<file path="src/rtl/noc_pkg.sv">
// Shared definitions for the mesh router input/output stages.
// Contents: flit type codes, output port codes, input controller FSM states,
// and a helper locating the flit type field.
package noc_pkg;

  localparam int TYPE_W = 2;

  typedef enum logic [TYPE_W-1:0] {
    FT_HEADTAIL = 2'b00,
    FT_HEAD     = 2'b01,
    FT_BODY     = 2'b10,
    FT_TAIL     = 2'b11
  } flit_type_t;

  typedef enum logic [2:0] {
    PORT_N     = 3'd0,
    PORT_S     = 3'd1,
    PORT_W     = 3'd2,
    PORT_E     = 3'd3,
    PORT_LOCAL = 3'd4
  } port_t;

  typedef enum logic [1:0] {
    ST_IDLE,
    ST_REQ,
    ST_ACTIVE
  } state_t;

  // Type field occupies the top TYPE_W bits of a flit.
  function automatic int type_lsb(input int flit_w);
    return flit_w - TYPE_W;
  endfunction

endpackage

</file>
<file path="src/rtl/flit_fifo.sv">
// Synchronous flit FIFO, DEPTH a power of 2.
// Ports: clk, rst (sync, active-high), push/din write side, pop/dout read
// side (dout is the current head), full, empty.
// Push and pop may coincide at any occupancy; no write-to-read bypass.
module flit_fifo #(
  parameter int WIDTH = 16,
  parameter int DEPTH = 4
) (
  input  logic             clk,
  input  logic             rst,
  input  logic             push,
  input  logic             pop,
  input  logic [WIDTH-1:0] din,
  output logic [WIDTH-1:0] dout,
  output logic             full,
  output logic             empty
);

  localparam int AW = $clog2(DEPTH);

  logic [WIDTH-1:0] mem [DEPTH];
  logic [AW-1:0]    wr_ptr;
  logic [AW-1:0]    rd_ptr;
  logic [AW:0]      count;
  logic             wr_en;
  logic             rd_en;

  assign full  = (count == (AW+1)'(DEPTH));
  assign empty = (count == '0);
  assign rd_en = pop & ~empty;
  // A simultaneous pop frees the slot, so a push into a full FIFO is legal then.
  assign wr_en = push & (~full | rd_en);
  assign dout  = mem[rd_ptr];

  always_ff @(posedge clk) begin
    if (wr_en) mem[wr_ptr] <= din;
  end

  always_ff @(posedge clk) begin
    if (rst) begin
      wr_ptr <= '0;
      rd_ptr <= '0;
      count  <= '0;
    end else begin
      if (wr_en) wr_ptr <= wr_ptr + 1'b1;
      if (rd_en) rd_ptr <= rd_ptr + 1'b1;
      case ({wr_en, rd_en})
        2'b10:   count <= count + 1'b1;
        2'b01:   count <= count - 1'b1;
        default: count <= count;
      endcase
    end
  end

endmodule

</file>
<file path="src/rtl/noc_input_port_ctrl.sv">
// Per-input-port controller of the mesh wormhole router.
// Assembles phits into flits, buffers them, computes an XY route for each head
// flit, requests the switch allocator and forwards the packet once granted.
// Ports:
//   clk, rst                          clock, synchronous active-high reset
//   in_valid/in_ready/in_phit         upstream phit stream
//   route_req/route_port/route_grant  switch allocator handshake
//   route_release                     pulse when the closing flit leaves
//   out_valid/out_ready/out_flit      flit stream toward the crossbar
//   err_pulse/err_count               protocol error pulse and saturating count
module noc_input_port_ctrl
  import noc_pkg::*;
#(
  parameter int DATA_WIDTH    = 8,
  parameter int PHIT_PER_FLIT = 2,
  parameter int FIFO_DEPTH    = 4,
  parameter int COORD_W       = 2,
  parameter int X_COORD       = 0,
  parameter int Y_COORD       = 0
) (
  input  logic                                clk,
  input  logic                                rst,
  input  logic                                in_valid,
  output logic                                in_ready,
  input  logic [DATA_WIDTH-1:0]               in_phit,
  output logic                                route_req,
  output logic [2:0]                          route_port,
  input  logic                                route_grant,
  output logic                                route_release,
  output logic                                out_valid,
  input  logic                                out_ready,
  output logic [DATA_WIDTH*PHIT_PER_FLIT-1:0] out_flit,
  output logic                                err_pulse,
  output logic [7:0]                          err_count
);

  localparam int FLIT_W   = DATA_WIDTH * PHIT_PER_FLIT;
  localparam int CNT_W    = (PHIT_PER_FLIT > 1) ? $clog2(PHIT_PER_FLIT) : 1;
  localparam int SLOT_W   = (PHIT_PER_FLIT > 1) ? (PHIT_PER_FLIT-1)*DATA_WIDTH : DATA_WIDTH;
  localparam int TYPE_LSB = type_lsb(FLIT_W);
  localparam logic [CNT_W-1:0] LAST_PHIT = CNT_W'(PHIT_PER_FLIT - 1);

  state_t             state;
  logic               first_flit;
  port_t              port_q;
  port_t              xy_port;
  logic [7:0]         err_cnt;
  logic [CNT_W-1:0]   phit_cnt;
  logic [SLOT_W-1:0]  partial;
  logic [FLIT_W-1:0]  push_flit;
  logic [FLIT_W-1:0]  head;
  logic               full;
  logic               empty;
  logic               handshake;
  logic               push;
  logic               pop;
  logic               release_now;
  logic               err_now;
  logic               head_is_start;
  flit_type_t         head_type;
  logic [COORD_W-1:0] dest_x;
  logic [COORD_W-1:0] dest_y;

  assign in_ready  = ~rst & ~full;
  assign handshake = in_valid & in_ready;
  assign push      = handshake & (phit_cnt == LAST_PHIT);

  // The final phit goes straight into the FIFO word; only earlier phits are held.
  if (PHIT_PER_FLIT > 1) begin : g_multi_phit
    assign push_flit = {in_phit, partial};
  end else begin : g_single_phit
    assign push_flit = in_phit;
  end

  flit_fifo #(
    .WIDTH (FLIT_W),
    .DEPTH (FIFO_DEPTH)
  ) u_fifo (
    .clk   (clk),
    .rst   (rst),
    .push  (push),
    .pop   (pop),
    .din   (push_flit),
    .dout  (head),
    .full  (full),
    .empty (empty)
  );

  assign head_type     = flit_type_t'(head[TYPE_LSB +: TYPE_W]);
  assign head_is_start = (head_type == FT_HEAD) | (head_type == FT_HEADTAIL);
  assign dest_x        = head[0 +: COORD_W];
  assign dest_y        = head[COORD_W +: COORD_W];

  always_comb begin
    if (dest_x > COORD_W'(X_COORD))      xy_port = PORT_E;
    else if (dest_x < COORD_W'(X_COORD)) xy_port = PORT_W;
    else if (dest_y > COORD_W'(Y_COORD)) xy_port = PORT_N;
    else if (dest_y < COORD_W'(Y_COORD)) xy_port = PORT_S;
    else                                 xy_port = PORT_LOCAL;
  end

  always_comb begin
    pop         = 1'b0;
    release_now = 1'b0;
    err_now     = 1'b0;
    case (state)
      ST_IDLE: begin
        // A packet cannot start with BODY/TAIL: discard it.
        if (!empty && !head_is_start) begin
          pop     = 1'b1;
          err_now = 1'b1;
        end
      end
      ST_ACTIVE: begin
        if (!empty && out_ready) begin
          pop         = 1'b1;
          release_now = (head_type == FT_TAIL) | (head_type == FT_HEADTAIL);
          err_now     = ~first_flit & head_is_start;
        end
      end
      default: ;
    endcase
  end

  always_ff @(posedge clk) begin
    if (rst) begin
      state      <= ST_IDLE;
      first_flit <= 1'b0;
      port_q     <= PORT_N;
      err_cnt    <= '0;
      phit_cnt   <= '0;
      partial    <= '0;
    end else begin
      if (handshake) begin
        if (phit_cnt == LAST_PHIT) begin
          phit_cnt <= '0;
        end else begin
          partial[int'(phit_cnt)*DATA_WIDTH +: DATA_WIDTH] <= in_phit;
          phit_cnt <= phit_cnt + 1'b1;
        end
      end

      case (state)
        ST_IDLE: begin
          if (!empty && head_is_start) begin
            port_q <= xy_port;
            state  <= ST_REQ;
          end
        end
        ST_REQ: begin
          if (route_grant) begin
            state      <= ST_ACTIVE;
            first_flit <= 1'b1;
          end
        end
        ST_ACTIVE: begin
          if (pop) first_flit <= 1'b0;
          if (release_now) state <= ST_IDLE;
        end
        default: state <= ST_IDLE;
      endcase

      if (err_now && err_cnt != 8'hFF) err_cnt <= err_cnt + 1'b1;
    end
  end

  assign route_req     = ~rst & (state == ST_REQ);
  assign route_port    = rst ? '0 : port_q;
  assign route_release = ~rst & release_now;
  assign out_valid     = ~rst & (state == ST_ACTIVE) & ~empty;
  assign out_flit      = rst ? '0 : head;
  assign err_pulse     = ~rst & err_now;
  assign err_count     = rst ? '0 : err_cnt;

endmodule

</file>
<file path="config.mk">
export PLATFORM = sky130hd
export DESIGN_NAME = noc_input_port_ctrl
export DESIGN_NICKNAME = d
export VERILOG_FILES = /design/src/rtl/noc_pkg.sv /design/src/rtl/flit_fifo.sv /design/src/rtl/noc_input_port_ctrl.sv
export SDC_FILE = /design/constraint.sdc
export NUM_CORES = 1
export LEC_CHECK = 0
export ABC_AREA = 1
export CAP_MARGIN = 20
export CORE_UTILIZATION = 35
export CTS_BUF_LIST = sky130_fd_sc_hd__clkbuf_8 sky130_fd_sc_hd__clkbuf_16
export CTS_CLUSTER_SIZE = 14
export DETAILED_ROUTE_END_ITERATION = 8
export PLACE_DENSITY = 0.54
export RECOVER_POWER = 50
export SYNTH_ARGS = -nofsm -noshare
export SYNTH_HDL_FRONTEND = slang
export SYNTH_SLANG_ARGS = --single-unit
</file>
<file path="constraint.sdc">
create_clock -name clk -period 6.5 [get_ports clk]
set_input_delay 1.95 -clock clk [delete_from_list [all_inputs] [get_ports clk]]
set_output_delay 1.95 -clock clk [all_outputs]
set_load 0.01 [all_outputs]
</file>
Word level (Yosys, flattened, before mapping) --
Memory sizes are Yosys's and may differ from the RTL's. A register that Yosys moved wholly into a read port is not among the register bits. Index checks and enable logic that the tools add are counted. Widths: inputs -> output; s select.
Operators by class: $add $sub $neg 7, magnitude comparators 4, equality and inequality tests 12, shift operators 2, mux-type cells 28, bitwise operators 19, reduce and logical (&&, ||, !) cells 15
Operators by type and width (number):
- $neg 4->33 | 1
- $shift 8x33->8 const A | 1
- $shiftx 8x33->8 | 1
- $mux 16 | 1
- $mux 3 | 5
- $and 1x1->1 | 11
- $mux 1 | 10
- $mux 2 | 5
- $add 8x1->8 const B | 1
- $bwmux 8 | 1
- $mux 8 | 1
- $ne 8x8->1 const B | 1
- $eq 2x1->1 const B | 3
- $eq 2x2->1 const B | 3
- $ne 2x2->1 const B | 3
- $pmux 1 s2 | 3
- $pmux 2 s3 | 1
- $pmux 3 s2 | 1
- $reduce_and 3->1 | 2
- $not 1->1 | 5
- $add 2x1->2 const B | 2
- $gt 2x1->1 const B | 2
- $logic_and 1x1->1 | 4
- $logic_not 2->1 | 2
- 11 further kinds | 17
Word-level totals: register bits after elaboration 30, bits in writable memories 64, output and inout port bits 32, word-level logic and storage cells 97, memories 1
Memory list:
- u_fifo.mem | depth 4, bits a word 16, rd ports 1, clocked after memory_dff 1, wr ports 1, RTL line flit_fifo.sv:21 | logic [WIDTH-1:0] mem [DEPTH];

Depth between registers and ports, before layout --
word-level depth 11, mapped depth 16

Modules after synthesis --
From an unflattened synthesis, not the netlist that was laid out.
Second synthesis, totals: cell total of the unflattened synthesis 430, area total of the unflattened synthesis 4177.8 µm²
Modules (own cells, without submodules):
- flit_fifo | times used 1, cells an instance 228, area each 2866.5 µm², sequential area each 2102.0 µm²
- noc_input_port_ctrl | times used 1, cells an instance 202, area each 1311.3 µm², sequential area each 440.4 µm²

Worst setup path after synthesis --
No wires, ideal clock.
kind input to output, from in rst, to out route_port[1], arrival time 2.703 ns, setup slack 1.847 ns, stages 4, buffers on the path 3, path through buf_2 -> buf_1 -> nor2_1 -> buf_4
On the way: longest elaborated chain between the ends 1
RTL lines:
- start, declared | RTL line noc_input_port_ctrl.sv:22 | input logic rst,
- $mux 3 | RTL line noc_input_port_ctrl.sv:168 | assign route_port = rst ? '0 : port_q;
- end, declared | RTL line noc_input_port_ctrl.sv:27 | output logic [2:0] route_port,
Every way passes these cells.

Worst setup path in the final report --
from in out_ready, to out route_release
On the way: longest elaborated chain between the ends 4
RTL lines:
- start, declared | RTL line noc_input_port_ctrl.sv:31 | input logic out_ready,
- $logic_and 1x1->1 | RTL line noc_input_port_ctrl.sv:115 | if (!empty && out_ready) begin
- $mux 1 | RTL line noc_input_port_ctrl.sv:115
- $mux 1 | RTL line noc_input_port_ctrl.sv:106 | case (state)
- $and 1x1->1 | RTL line noc_input_port_ctrl.sv:169 | assign route_release = ~rst & release_now;
- end, declared | RTL line noc_input_port_ctrl.sv:29 | output logic route_release,
Every way passes these cells.

==> run summary <==
The flow ran to the end, and the final reports show no timing, DRC or antenna violations. The total of cells resized after clock tree synthesis came out at 0. The largest buffer count on any clock path came out at 2. The endpoint type of the worst setup path is an output pin. Across all hold checks on the routed design, the worst slack comes to 0.4824 ns. Global routing finished with a remaining overflow of 0. The clock share of power is 35.2%. Max-cap violations in this run came to 0. The worst-case setup margin in the final layout came out at 1.016 ns. The sequential share of the synthesized area is 61.89%. The worst-case vdd ir drop is 0.1130 mV. The register clock-pin slew on the reported worst setup and hold paths is 0.06 ns. The via density per instance is 4.773. The tree is rooted in a clkbuf_16. The cell-internal power is 0.001091 W. The wire-length estimate of the detail-placed layout is 5.355 mm. The largest fanout on the critical path is 2. After Yosys synthesis, full adders, half adders and majority gates account for 2.924% of the synthesized area. Once layout is done, the placed cells without fillers occupy 0.004943 mm².

The beginning of the worst hold path is first_flit. The count of distinct cell types in the synthesized netlist is 31. The sequential share of power came out at 45.6%. The static leakage power came out at 1.787 nW. The combinational group share of total power is 19.2%. Walking the worst path, the cells encountered are dlygate4sd3_1, inv_1, nor2_1, nand2_1, nor3_1, clkdlybuf4s50_1. The fraction of the mapped netlist area in compound gates is 10.02%. Row generation in the floorplan step produced 39 rows.

In the global route stage, overall resource usage came out at 15.75%. The number of nets in the synthesized netlist came out at 434. The routed wirelength normalized by instance count came out at 14.26 µm. The tightest min-delay check is of the reg2reg type. Broken down by cell family, the worst path's largest delay share belongs to buffers and inverters. The area growth from synthesis to layout is 20.35%.

The number of instances in the synthesized netlist is 412. The total area inside the core boundary comes to 0.01142 mm². The setup violation total in the final timing report is 0. Data arrives at the worst endpoint at 3.53 ns. The library cells used most frequently in the layout, excluding fill and tap cells, are 83 x nor2_1, 64 x edfxtp_1, 53 x nand2_1.

The TritonCTS clock tree is built. The total wire length after detailed routing is 8.615 mm. At the end of routability-driven placement, the weighted congestion stood at 0.7285. Summing every instance area after synthesis gives 0.004108 mm². The switching component of the power is 0.0004219 W. Post-CTS timing repair inserted 0 buffers for setup. Counting both buffers and inverters, the worst setup path holds a total of 3. The achievable clock frequency came out at 182.4 MHz. The data required time of the worst path is 4.55 ns. The vertical die dimension came out at 110.3 µm. The number of buffers inserted for hold repair after clock tree synthesis is 0. The power per cell area is 305.9 mW/mm². Headroom to the max-slew limit came out at 23.92%. The worst-margin pin slew came out at 1.141 ns. The post-synthesis average cell area is 9.970 µm². In this run, synthesis inferred 64 flip-flops with an integrated enable. Cells fill 43.29% of the core in the end. STA classifies the critical path startpoint as an input port. The switching fraction of total power is 27.90%.

The slowest library cell on the worst path is clkdlybuf4s50_1. The async set or reset register ratio after synthesis came out at 0%. After routing, the total negative slack on setup checks comes to 0 ns.

In this run the remaining antenna-violating nets after routing total 0. The final clock period utilization by the worst path is 84.37%. The first routing iteration left 118 violations.

The critical path starts at out_ready. The warning count from the yosys run came out at 0. The level count of the clock H-tree is 3. For this run, the post-layout net count is 478. The number of failing hold endpoints at the final stage came out at 0. The CTS buffer count is 9. The pin count of the biggest net entering global routing came out at 42. The clock latency at the later pin of the worst-skew pair is 0.34 ns. The die outline area came out at 0.01217 mm². The total DRC errors in the routed layout came out at 0. Leaving out fill and tap cells, the most frequent cell in the layout is nor2_1.

The final-layout fill cell count is 1141. The top-level I/O count is 45. The clock drives 95 sinks. After detailed placement, the total cell area comes to 0.004681 mm².

The combinational family with the most area after synthesis is simple AND/OR/NAND/NOR gates. Setup repair after global routing left no endpoint under its margin. The post-synthesis mux area share came out at 0%. The most used flip-flop cell after synthesis is edfxtp_1. Buffers placed on the I/O ports in this run total 44. The first global-routing pass estimated 14.21 mm of wire. The worst setup path is of the in2out kind.

The starting density of the core came out at 35.97%. Summing the areas of all and, or, nand and nor instances in the mapped netlist gives 19.46% of the synthesized area. In this design, the stage delay of the slowest critical-path cell is 0.58 ns. The die width is 110.3 µm. The post-synthesis xor/xnor area fraction is 0.6397%.

After synthesis the netlist holds a flip-flop and latch count of 95. The worst clock skew came out at 0.007498 ns. The share of layout cells above drive strength 1 came out at 7.809%. The max-slew violation total from the final report is 0. The number of global-route vias before repair is 2848. At the placement stage, the worst setup path has a slack of 1.106 ns. The total inserted antenna cells is 0.

The final critical delay including setup and external delays is 5.484 ns. The initial antenna violation count is 0. The number of search-and-repair iterations in the first detailed-routing pass came out at 4. Detailed routing inserted a total of 2883 vias.
==> sequential cells by signal, summed over array words and instances, names as in the netlist, 2 cells and up, named ones only <==
register	cells
err_cnt	8
port_q	2
u_fifo.mem	64
partial	8
u_fifo.count	3
u_fifo.wr_ptr	2
u_fifo.rd_ptr	2
state	2
==> cells in the mapped netlist (2+ instances only) <==
| cell | instances | area share [%] |
|---|---|---|
| a32o_1 | 2 | 0.49 |
| dfxtp_1 | 31 | 15 |
| nand2_1 | 51 | 4.7 |
| edfxtp_1 | 64 | 47 |
| nand2_2 | 4 | 0.61 |
| nand4_1 | 4 | 0.61 |
| xor2_1 | 3 | 0.64 |
| nor2_4 | 3 | 0.82 |
| o21ai_0 | 29 | 3.5 |
| nand3_2 | 2 | 0.49 |
| buf_1 | 3 | 0.27 |
| nand2_4 | 2 | 0.55 |
| inv_2 | 4 | 0.37 |
| a21oi_1 | 27 | 3.3 |
| a21oi_2 | 5 | 1.1 |
| nor3_1 | 10 | 1.2 |
| nand3_1 | 20 | 2.4 |
| o21ai_1 | 7 | 0.85 |
| ha_1 | 8 | 2.4 |
| nor2_1 | 85 | 7.8 |
| inv_1 | 29 | 2.6 |
| clkbuf_1 | 7 | 0.64 |
| buf_4 | 4 | 0.73 |
==> worst min-delay path, delay by kind of cell, from the launching register on <==
| family | cells | cell delay [ns] |
|---|---|---|
| flops | 1 | 0.32 |
| simple gates | 1 | 0.06 |
| compound gates | 1 | 0.05 |
==> power groups by stage <==
stage	combinational (W)	clock (W)	sequential [W]
floorplan	0.000203	0	0.000699
global placement	0.000300	0	0.000702
detailed placement	0.000303	0	0.000702
CTS	0.000305	0.000546	0.000690
global route	0.000337	0.000573	0.000693
finish	0.000290	0.000533	0.000689
==> final timing paths <==
check / to / slack (ns) / cells past startpoint
hold reg to reg: first_flit / 0.48 / 2
hold / removal: first_flit / 0.48 / 2
setup / recovery: route_release / 1.02 / 6
setup reg to reg: u_fifo.count[2] / 2.87 / 15
==> final cells by class <==
type                            instances  area [µm²]  share of cell area [%]
Clock inverter                          6       68.82                   1.392
Inverter                               33       123.9                   2.506
Clock buffer                           10       239.0                   4.834
Tap cell                              143       178.9                   3.619
Sequential cell                        95        2542                   51.43
Multi-Input combinational cell        268        1321                   26.73
Timing Repair Buffer                   49       469.2                   9.491
==> cell families after synthesis <==
kind of cell | count (synthesis)
AO/OA/AOI/OAI | 73
XOR/XNOR | 3
adder cells (fa/ha/maj) | 9
buffers and inverters | 49
flip-flops | 95
AND/OR/NAND/NOR | 183
==> per-layer routing <==
layer / vias to the layer above / GRT usage, % / part of all wire [%]
li1: 1476 / - / -
met1: 1363 / 20.10 / 46
met2: 38 / 26.18 / 50
met3: 6 / 3.351 / 3.1
met4: 0 / 6.015 / 0.92
met5: - / 0 / 0
==> through the flow <==
stage | instances | total power, W
6_report | 604 | 0.001512
3_3_place_gp | 588 | 0.001002
2_1_floorplan | 412 | 0.0009025
4_1_cts | 604 | 0.001540
3_5_place_dp | 588 | 0.001006
5_1_grt | 604 | 0.001602
(Power assumes the default switching activity.)
